### src/rtl/axis_frame_arbiter.sv
// axis_frame_arbiter: frame-aligned 2:1 AXI4-Stream arbiter with geometry check and resync on TUSER
module axis_frame_arbiter #(
  parameter int DATA_WIDTH = 16,
  parameter int H_ACTIVE = 640,
  parameter int V_ACTIVE = 480
) (
  input  logic                  axi_clk_i,
  input  logic                  axi_rst_i,
  input  logic                  sel_i,
  input  logic [DATA_WIDTH-1:0] s0_tdata_i,
  input  logic                  s0_tuser_i,
  input  logic                  s0_tlast_i,
  input  logic                  s0_tvalid_i,
  output logic                  s0_tready_o,
  input  logic [DATA_WIDTH-1:0] s1_tdata_i,
  input  logic                  s1_tuser_i,
  input  logic                  s1_tlast_i,
  input  logic                  s1_tvalid_i,
  output logic                  s1_tready_o,
  output logic [DATA_WIDTH-1:0] m_tdata_o,
  output logic                  m_tuser_o,
  output logic                  m_tlast_o,
  output logic                  m_tvalid_o,
  input  logic                  m_tready_i,
  output logic                  grant_o,
  output logic                  frame_done_o,
  output logic                  sync_err_o,
  output logic [7:0]            err_cnt_o
);
  localparam int PW = H_ACTIVE > 1 ? $clog2(H_ACTIVE) : 1;
  localparam int LW = V_ACTIVE > 1 ? $clog2(V_ACTIVE) : 1;
  localparam logic [PW-1:0] P_LAST = PW'(H_ACTIVE - 1);
  localparam logic [LW-1:0] L_LAST = LW'(V_ACTIVE - 1);
  typedef enum logic [1:0] {IDLE, SYNC, PASS} state_t;
  state_t state;
  logic [PW-1:0] pix_cnt, pix_e;
  logic [LW-1:0] line_cnt, line_e;
  logic g_valid, g_user, g_last, g_ready, at_sof, blk, hs, bad_last, frame_end, err;
  // a TUSER beat always counts as position (0,0), wherever the counters were
  always_comb begin
    g_valid = grant_o ? s1_tvalid_i : s0_tvalid_i;
    g_user = grant_o ? s1_tuser_i : s0_tuser_i;
    g_last = grant_o ? s1_tlast_i : s0_tlast_i;
    at_sof = pix_cnt == '0 && line_cnt == '0;
    blk = state == PASS && at_sof && g_valid && !g_user;
    g_ready = state == SYNC ? !g_user : state == PASS && !blk && m_tready_i;
    m_tvalid_o = state == PASS && g_valid && !blk;
    hs = m_tvalid_o && m_tready_i;
    pix_e = g_user ? '0 : pix_cnt;
    line_e = g_user ? '0 : line_cnt;
    bad_last = g_last != (pix_e == P_LAST);
    frame_end = g_last && pix_e == P_LAST && line_e == L_LAST;
    err = blk || hs && (bad_last || g_user && !at_sof);
  end
  assign m_tdata_o = grant_o ? s1_tdata_i : s0_tdata_i;
  assign m_tuser_o = g_user;
  assign m_tlast_o = g_last;
  assign s0_tready_o = !grant_o && g_ready;
  assign s1_tready_o = grant_o && g_ready;
  always_ff @(posedge axi_clk_i or posedge axi_rst_i) begin
    if (axi_rst_i) begin
      state <= IDLE;
      grant_o <= 1'b0;
      pix_cnt <= '0;
      line_cnt <= '0;
      frame_done_o <= 1'b0;
      sync_err_o <= 1'b0;
      err_cnt_o <= '0;
    end else begin
      frame_done_o <= 1'b0;
      sync_err_o <= err;
      if (err && err_cnt_o != 8'hff) err_cnt_o <= err_cnt_o + 8'd1;
      case (state)
        IDLE: begin
          grant_o <= sel_i;
          state <= SYNC;
        end
        SYNC: if (g_valid && g_user) begin
          pix_cnt <= '0;
          line_cnt <= '0;
          state <= PASS;
        end
        PASS: if (blk || hs && bad_last) state <= SYNC;
        else if (hs && frame_end) begin
          pix_cnt <= '0;
          line_cnt <= '0;
          frame_done_o <= 1'b1;
          if (sel_i != grant_o) begin
            grant_o <= !grant_o;
            state <= SYNC;
          end
        end else if (hs) begin
          pix_cnt <= g_last ? '0 : pix_e + 1'b1;
          line_cnt <= g_last ? line_e + 1'b1 : line_e;
        end
        default: state <= IDLE;
      endcase
    end
  end
endmodule
### config.mk
export PLATFORM = sky130hd
export DESIGN_NAME = axis_frame_arbiter
export DESIGN_NICKNAME = d
export VERILOG_FILES = /design/src/rtl/axis_frame_arbiter.sv
export SDC_FILE = /design/constraint.sdc
export NUM_CORES = 1
export LEC_CHECK = 0
export CAP_MARGIN = 20
export CORE_ASPECT_RATIO = 1.2
export CORE_MARGIN = 1.5
export CORE_UTILIZATION = 35
export CTS_CLUSTER_DIAMETER = 30
export DETAILED_ROUTE_END_ITERATION = 12
export HOLD_SLACK_MARGIN = 0.15
export PLACE_DENSITY = 0.73
export SYNTH_ARGS = -nofsm -noshare
export SYNTH_HDL_FRONTEND = slang
export SYNTH_SLANG_ARGS = --single-unit
### constraint.sdc
create_clock -name axi_clk_i -period 4.9 [get_ports axi_clk_i]
set_input_delay 0.49 -clock axi_clk_i [delete_from_list [all_inputs] [get_ports axi_clk_i]]
set_output_delay 0.49 -clock axi_clk_i [all_outputs]
set_load 0.01 [all_outputs]
=== After elaboration in Yosys (flattened, before gate mapping) ===
Cells that the tools add are included.

* Order comparisons: 0
* Multiplexer cells: 31
* Shift operators: 0
* Multipliers: 0
* Reduce and logical (&&, ||, !) cells: 34
* Equality and inequality tests: 14
* Add/subtract/negate cells: 3
* Div/mod/pow operators: 0
* Bitwise gates (word level): 0

{| class="wikitable"
|+ Operators by type and width
! kind !! count
|-
| $mux W10 || 6
|-
| $mux W9 || 6
|-
| $pmux W10 S2 || 1
|-
| $logic_and A1 B1 Y1 || 19
|-
| $pmux W9 S2 || 1
|-
| $mux W16 || 1
|-
| $add A10 B1 Y10 const B || 1
|-
| $eq A10 B10 Y1 const B || 1
|-
| $logic_not A10 Y1 || 1
|-
| $mux W1 || 10
|-
| $add A9 B1 Y9 const B || 1
|-
| $eq A9 B9 Y1 const B || 1
|-
| $logic_not A9 Y1 || 1
|-
| $add A8 B1 Y8 const B || 1
|-
| $mux W2 || 4
|-
| $ne A8 B8 Y1 const B || 1
|-
| $reduce_and A4 Y1 || 2
|-
| $ne A2 B1 Y1 const B || 3
|-
| $ne A3 B1 Y1 const B || 2
|-
| $pmux W2 S3 || 1
|-
| $logic_not A1 Y1 || 4
|-
| $reduce_bool A2 Y1 || 2
|-
| $logic_or A1 B1 Y1 || 3
|-
| $ne A3 B2 Y1 const B || 1
|-
| 7 further kinds || 8
|}

* Memory bits (writable): 0
* Input bits: 42
* Flip-flop bits (word level): 32
* Word-level logic and storage cells: 89
* Memories: 0
* Latch bits: 0
* ROM bits: 0

=== Longest topological paths before layout ===
* Depth after elaboration: 12
* Mapped depth: 15
* Gate-level depth less buffers: 13

=== Worst setup path before layout ===
No wires, ideal clock.

* Path kind: register to register
* Start: reg grant_o
* End: reg state[0]
* Slack: 1.425 ns
* Library setup time: 0.140 ns
* Data arrival time: 3.335 ns
* Data required time: 4.760 ns
* Stages on the path, launching flop included: 16
* Clock period less this slack: 3.475 ns
* Cells stage by stage: dfrtp_1 -> buf_6 -> mux2i_4 -> clkbuf_1 -> and2_1 -> ha_1 -> nand4_1 -> nor2_1 -> and3_1 -> ha_1 -> nand4b_1 -> or4_4 -> or2_4 -> o2111a_1 -> o21ai_0 -> o41ai_2

* Word-level cells in the longest chain between the ends: 10

{| class="wikitable"
|+ RTL lines
! item !! line !! text
|-
| start: declaration || 25 || <nowiki>output logic grant_o,</nowiki>
|-
| start signal: assignment || 75 || <nowiki>grant_o <= sel_i;</nowiki>
|-
| start signal: assignment || 89 || <nowiki>grant_o <= !grant_o;</nowiki>
|-
| branches (longest 10 deep; another with $mux W10) || -- ||
|-
| end signal: assignment || 81 || <nowiki>state <= PASS;</nowiki>
|-
| end signal: assignment || 83 || <nowiki>PASS: if (blk || hs && bad_last) state <= SYNC;</nowiki>
|-
| end signal: assignment || 90 || <nowiki>state <= SYNC;</nowiki>
|-
| end: declaration || 35 || <nowiki>state_t state;</nowiki>
|}

Parallel ways; which one is timed is not known.
A chain may end at the register's enable or synchronous reset.

=== Worst setup path in the final report ===
* Start: in s1_tuser_i
* End: reg pix_cnt[7]

* Word-level cells in the longest chain between the ends: 10

{| class="wikitable"
|+ RTL lines
! item !! line !! text
|-
| start: declaration || 16 || <nowiki>input logic s1_tuser_i,</nowiki>
|-
| $mux W1 * || 42 || <nowiki>g_user = grant_o ? s1_tuser_i : s0_tuser_i;</nowiki>
|-
| branches (longest 9 deep; another with $add A10 B1 Y10) || -- ||
|-
| end signal: assignment || 93 || <nowiki>pix_cnt <= g_last ? '0 : pix_e + 1'b1;</nowiki>
|-
| end: declaration || 36 || <nowiki>logic [PW-1:0] pix_cnt, pix_e;</nowiki>
|}

Mark *: on every way between the ends. The select of a mux whose other input is x is not followed.

==> results_tabular.tex <==
\begin{tabular}{lr}
\hline
Metric & Value \\
\hline
\multicolumn{2}{l}{\textbf{Layout}} \\
\quad Reg area & 801 µm² \\
\quad Number of standard cells in the layout, taps in and fillers out & 415 \\
\quad Synth-to-Final Area Change & 40.9\% \\
\quad Multi-input gate area in the final layout & 0.00136 mm² \\
\quad Number of fillers in the final layout & 613 \\
\quad Antenna diode instance count & 0 \\
\quad Proportion of layout cells with a drive suffix above 1 & 13.2\% \\
\quad Nets & 382 \\
\multicolumn{2}{l}{\textbf{Power and ir drop}} \\
\quad Cell-internal power & 0.769 mW \\
\quad Worst vdd ir & 0.000240 V \\
\quad PD cells & 400 mW/mm² \\
\quad Comb power frac & 57.1\% \\
\quad Clock Power Share & 16.6\% \\
\quad Sequential power share & 26.4\% \\
\quad Net switching power of the design & 0.507 mW \\
\quad Share of total power consumed by net switching & 39.7\% \\
\quad Final Power & 1.28 mW \\
\quad Leakage power summed over all cells & 1.29 nW \\
\multicolumn{2}{l}{\textbf{Timing}} \\
\quad Final number of setup-violating endpoints & 0 \\
\quad Post-route fraction of the period consumed by the critical path & 75.8\% \\
\quad Final Hold Vio Count & 0 \\
\quad Tmin final & 3.72 ns \\
\quad Max Clock Freq & 269 MHz \\
\quad Worst relative slew slack & 56.3\% \\
\quad Setup repair after global routing missed its margin & false \\
\quad Post-Route Setup TNS & 0 ns \\
\quad Worst clock skew on the final layout & 0.00704 ns \\
\quad Max-slew violation count & 0 \\
\quad Worst-Margin Slew & 0.652 ns \\
\multicolumn{2}{l}{\textbf{Critical path}} \\
\quad Worst Setup Path Type & in -> reg \\
\quad Cell with the biggest individual delay on the critical path & clkdlybuf4s50\_1 \\
\quad Startpoint type of the worst setup path & input pin \\
\quad Critical Path RT & 5.07 ns \\
\quad Count of buffering cells on the critical path with inverters included & 3 \\
\quad Worst-path fanout max & 17 \\
\quad R2r worst-path depth & 13 \\
\quad Dominant delay contributor by cell family on the critical path & compound AO/OA/AOI/OAI gates \\
\quad Start of the worst register-to-register path & grant\_o \\
\quad Highest cell delay on the worst timing path & 0.46 ns \\
\quad Sort of element at the end of the critical path & flop \\
\quad Terminus of the critical flop-to-flop path & pix\_cnt[7] \\
\quad Critical path cell sequence & clkdlybuf4s50\_1 -> mux2i\_4 -> buf\_4 -> and2\_1 -> ha\_1 -> nand4\_1 -> nor2\_1 -> and3\_1 -> ha\_1 -> a211o\_1 -> a211o\_1 -> buf\_4 -> nand2b\_1 -> o41ai\_1 \\
\quad Slack of the worst reg-to-reg path & 1.36 ns \\
\quad Crit path arrival time & 3.89 ns \\
\multicolumn{2}{l}{\textbf{Global route}} \\
\quad Antenna violations before repair & 0 \\
\quad Overflow left after global routing & 0 \\
\quad Global-route usage over all layers & 17.6\% \\
\quad Via count of the first global-routing pass & 2308 \\
\quad Maximum number of pins on one net before global-route repair & 33 \\
\quad Global-route wire length before repair & 9.94 mm \\
\multicolumn{2}{l}{\textbf{Clocking}} \\
\quad Clock tree sinks & 32 \\
\quad Setup fix buffers added after clock tree synthesis & 0 \\
\quad Number of buffers on the longest clock path & 2 \\
\quad Root Buffer & clkbuf\_8 \\
\quad Number of buffers added by the clock tree synthesis step & 5 \\
\quad Post-CTS clock slew at the launch and capture registers of the worst setup and hold paths & 0.07 ns \\
\quad Clock latency at the later pin of the worst-skew pair & 0.29 ns \\
\quad Post-cts gate resize count & 0 \\
\quad H-tree depth & 2 \\
\quad Clock tree from TritonCTS & done \\
\quad Count of hold buffers inserted by post-cts repair & 0 \\
\multicolumn{2}{l}{\textbf{Floorplanning}} \\
\quad Die Span Y & 91.1 µm \\
\quad Width of the die & 76.4 µm \\
\quad Initial core utilization & 37.0\% \\
\quad Number of I/O pins & 74 \\
\quad Total die area & 0.00696 mm² \\
\quad Core ar. & 0.00613 mm² \\
\quad Row count & 31 \\
\multicolumn{2}{l}{\textbf{Min path}} \\
\quad Hold Startpoint & err\_cnt\_o[4] \\
\quad Tightest Hold Check Type & reg -> reg \\
\quad Worst min-delay path endpoint & err\_cnt\_o[4] \\
\quad Worst hold stages & 1 \\
\multicolumn{2}{l}{\textbf{Placed design}} \\
\quad GP Congestion & 0.819 \\
\quad Post-DP HPWL & 4.46 mm \\
\quad Number of port buffers & 73 \\
\quad Placed cell count & 407 \\
\multicolumn{2}{l}{\textbf{Drt}} \\
\quad Number of iterations in the first detailed-routing pass & 4 \\
\quad Vias after detailed routing & 2286 \\
\quad WL final & 5.77 mm \\
\quad Drt first-iter violations & 148 \\
\quad Final routed DRC violation total & 0 \\
\quad Remaining antenna violation count & 0 \\
\quad Wire per inst & 13.9 µm \\
\quad Vias per cell & 5.51 \\
\multicolumn{2}{l}{\textbf{Yosys}} \\
\quad Seq cells post-synth & 32 \\
\quad Avg Inst Size Synth & 8.88 µm² \\
\quad Distinct cells, synth & 47 \\
\quad Sequential cell area fraction in the yosys report & 35.4\% \\
\quad Synth async-reset ratio & 100\% \\
\quad Number of nets produced by synthesis & 305 \\
\quad Mapped Cells & 255 \\
\quad Number of flops mapped to enable cells by yosys & 0 \\
\quad Top FF cell, synth & dfrtp\_1 \\
\quad Synthesized cell area & 0.00226 mm² \\
\quad Yosys warns & 0 \\
\multicolumn{2}{l}{\textbf{Flow run}} \\
\quad Max Cap Violations & 0 \\
\multicolumn{2}{l}{\textbf{Outcome}} \\
\quad Result of the run & completed \\
\hline
\end{tabular}
through the flow:
step | util (%) | instance area [µm²] | hold WS (ns) | setup WS [ns]
after floorplan | - | 2260 | 0.459 | 1.42
after global placement | 50.6 | 3100 | 0.502 | 1.00
after detailed placement | 50.6 | 3100 | 0.507 | 0.935
after CTS | 52.1 | 3190 | 0.518 | 1.22
after global routing | 52.1 | 3190 | 0.546 | 0.920
final | 52.1 | 3190 | 0.516 | 1.18
state kept, by name (all words and copies together) (netlist names):
signal	count
grant_o	1
pix_cnt	10
err_cnt_o	8
state	2
line_cnt	9
sync_err_o	1
frame_done_o	1
routing by layer:
layer	vias to the layer above	share of wire [%]	GRT usage (%)	wire length [µm]
met5	-	0	0	0
met4	0	1.6	7.56	93
met3	10	8.5	4.62	492
met2	113	50	31.7	2890
met1	1075	40	19.2	2300
li1	1088	-	-	-
power groups by stage:
stage / logic [mW] / clock network, mW / registers, mW
2_1_floorplan: 0.450 / 0 / 0.343
3_3_place_gp: 0.723 / 0 / 0.340
3_5_place_dp: 0.728 / 0 / 0.342
4_1_cts: 0.734 / 0.217 / 0.337
5_1_grt: 0.793 / 0.233 / 0.344
6_report: 0.728 / 0.211 / 0.336
logic make-up (layout without fill, tap and decap cells):
| group | Yosys count | after routing | synth area share (%) |
|---|---|---|---|
| fa+ha+maj | 8 | 8 | 4.42 |
| buf+inv | 26 | 104 | 4.81 |
| compound gates | 48 | 48 | 14.8 |
| simple gates | 110 | 110 | 25.4 |
| xor+xnor | 5 | 5 | 1.93 |
| flops | 32 | 32 | 35.4 |
| mux | 26 | 26 | 13.3 |
worst reg2reg max path: cells and delay by family (launching register included):
family	cells	cell delay [ns]
flops	1	0.41
buf+inv	2	0.39
compound gates	3	0.96
mux	1	0.23
fa+ha+maj	2	0.47
simple gates	5	0.97
how the worst max path moves through the flow:
stage | to | startpoint | cells past startpoint
5_1_grt | pix_cnt[9] | s1_tuser_i | 15
2_1_floorplan | state[0] | grant_o | 15
3_3_place_gp | line_cnt[4] | s0_tuser_i | 14
6_report | pix_cnt[7] | s1_tuser_i | 14
3_5_place_dp | pix_cnt[7] | s1_tuser_i | 14
4_1_cts | pix_cnt[8] | s1_tuser_i | 14
cell usage after synthesis, types with 2 or more instances:
cell | number | area, µm²
o21ai_0 | 14 | 70.1
nor4_1 | 5 | 31.3
nor3_1 | 6 | 30.0
a21oi_1 | 3 | 15.0
xnor2_1 | 3 | 26.3
nand3_1 | 13 | 65.1
o31ai_1 | 5 | 37.5
or4_1 | 5 | 37.5
a211o_1 | 3 | 26.3
nor2b_1 | 5 | 31.3
a22o_1 | 2 | 17.5
nor2_1 | 21 | 78.8
nand2_1 | 28 | 105
mux2_2 | 22 | 248
clkbuf_1 | 5 | 18.8
o22a_1 | 2 | 17.5
buf_2 | 3 | 15.0
inv_1 | 15 | 56.3
o211ai_1 | 2 | 15.0
ha_1 | 8 | 100
nand4_1 | 6 | 37.5
dfrtp_1 | 32 | 801
nor4b_1 | 2 | 17.5
a31oi_1 | 3 | 18.8
mux2i_1 | 3 | 30.0
nor3b_1 | 2 | 15.0
and2_1 | 4 | 25.0
and3_1 | 4 | 25.0
o31a_1 | 2 | 17.5
o41ai_1 | 4 | 35.0
inv_2 | 2 | 7.51
xor2_1 | 2 | 17.5
nand2b_1 | 2 | 12.5
o21ai_1 | 4 | 20.0
layout make-up:
class,instances,area share (%)
clock buffer,6,2.59
sequential,32,25.1
tap,82,3.22
clock inverter,2,0.314
inverter,17,2.00
timing repair buffer,79,24.3
multi-input combinational,197,42.5
cell usage in the layout, fill, tap and decap left out, types with 3 or more instances in the layout:
cell type        Yosys  routed
mux2_2              22      22
dfrtp_1             32      32
nand4_1              6       6
nand2_1             28      28
clkdlybuf4s50_1      0      73
clkbuf_8             0       6
o21ai_1              4       4
and3_1               4       4
a21oi_1              3       3
ha_1                 8       8
inv_1               15      15
and2_1               4       4
o31ai_1              5       5
nor3_1               6       6
nor2b_1              5       5
nor2_1              21      21
o21ai_0             14      14
mux2i_1              3       3
a211o_1              3       3
nand3_1             13      13
xnor2_1              3       3
or4_1                5       5
o41ai_1              4       4
buf_4                0       6
nor4_1               5       5
a31oi_1              3       3
(Power assumes the default switching activity.)
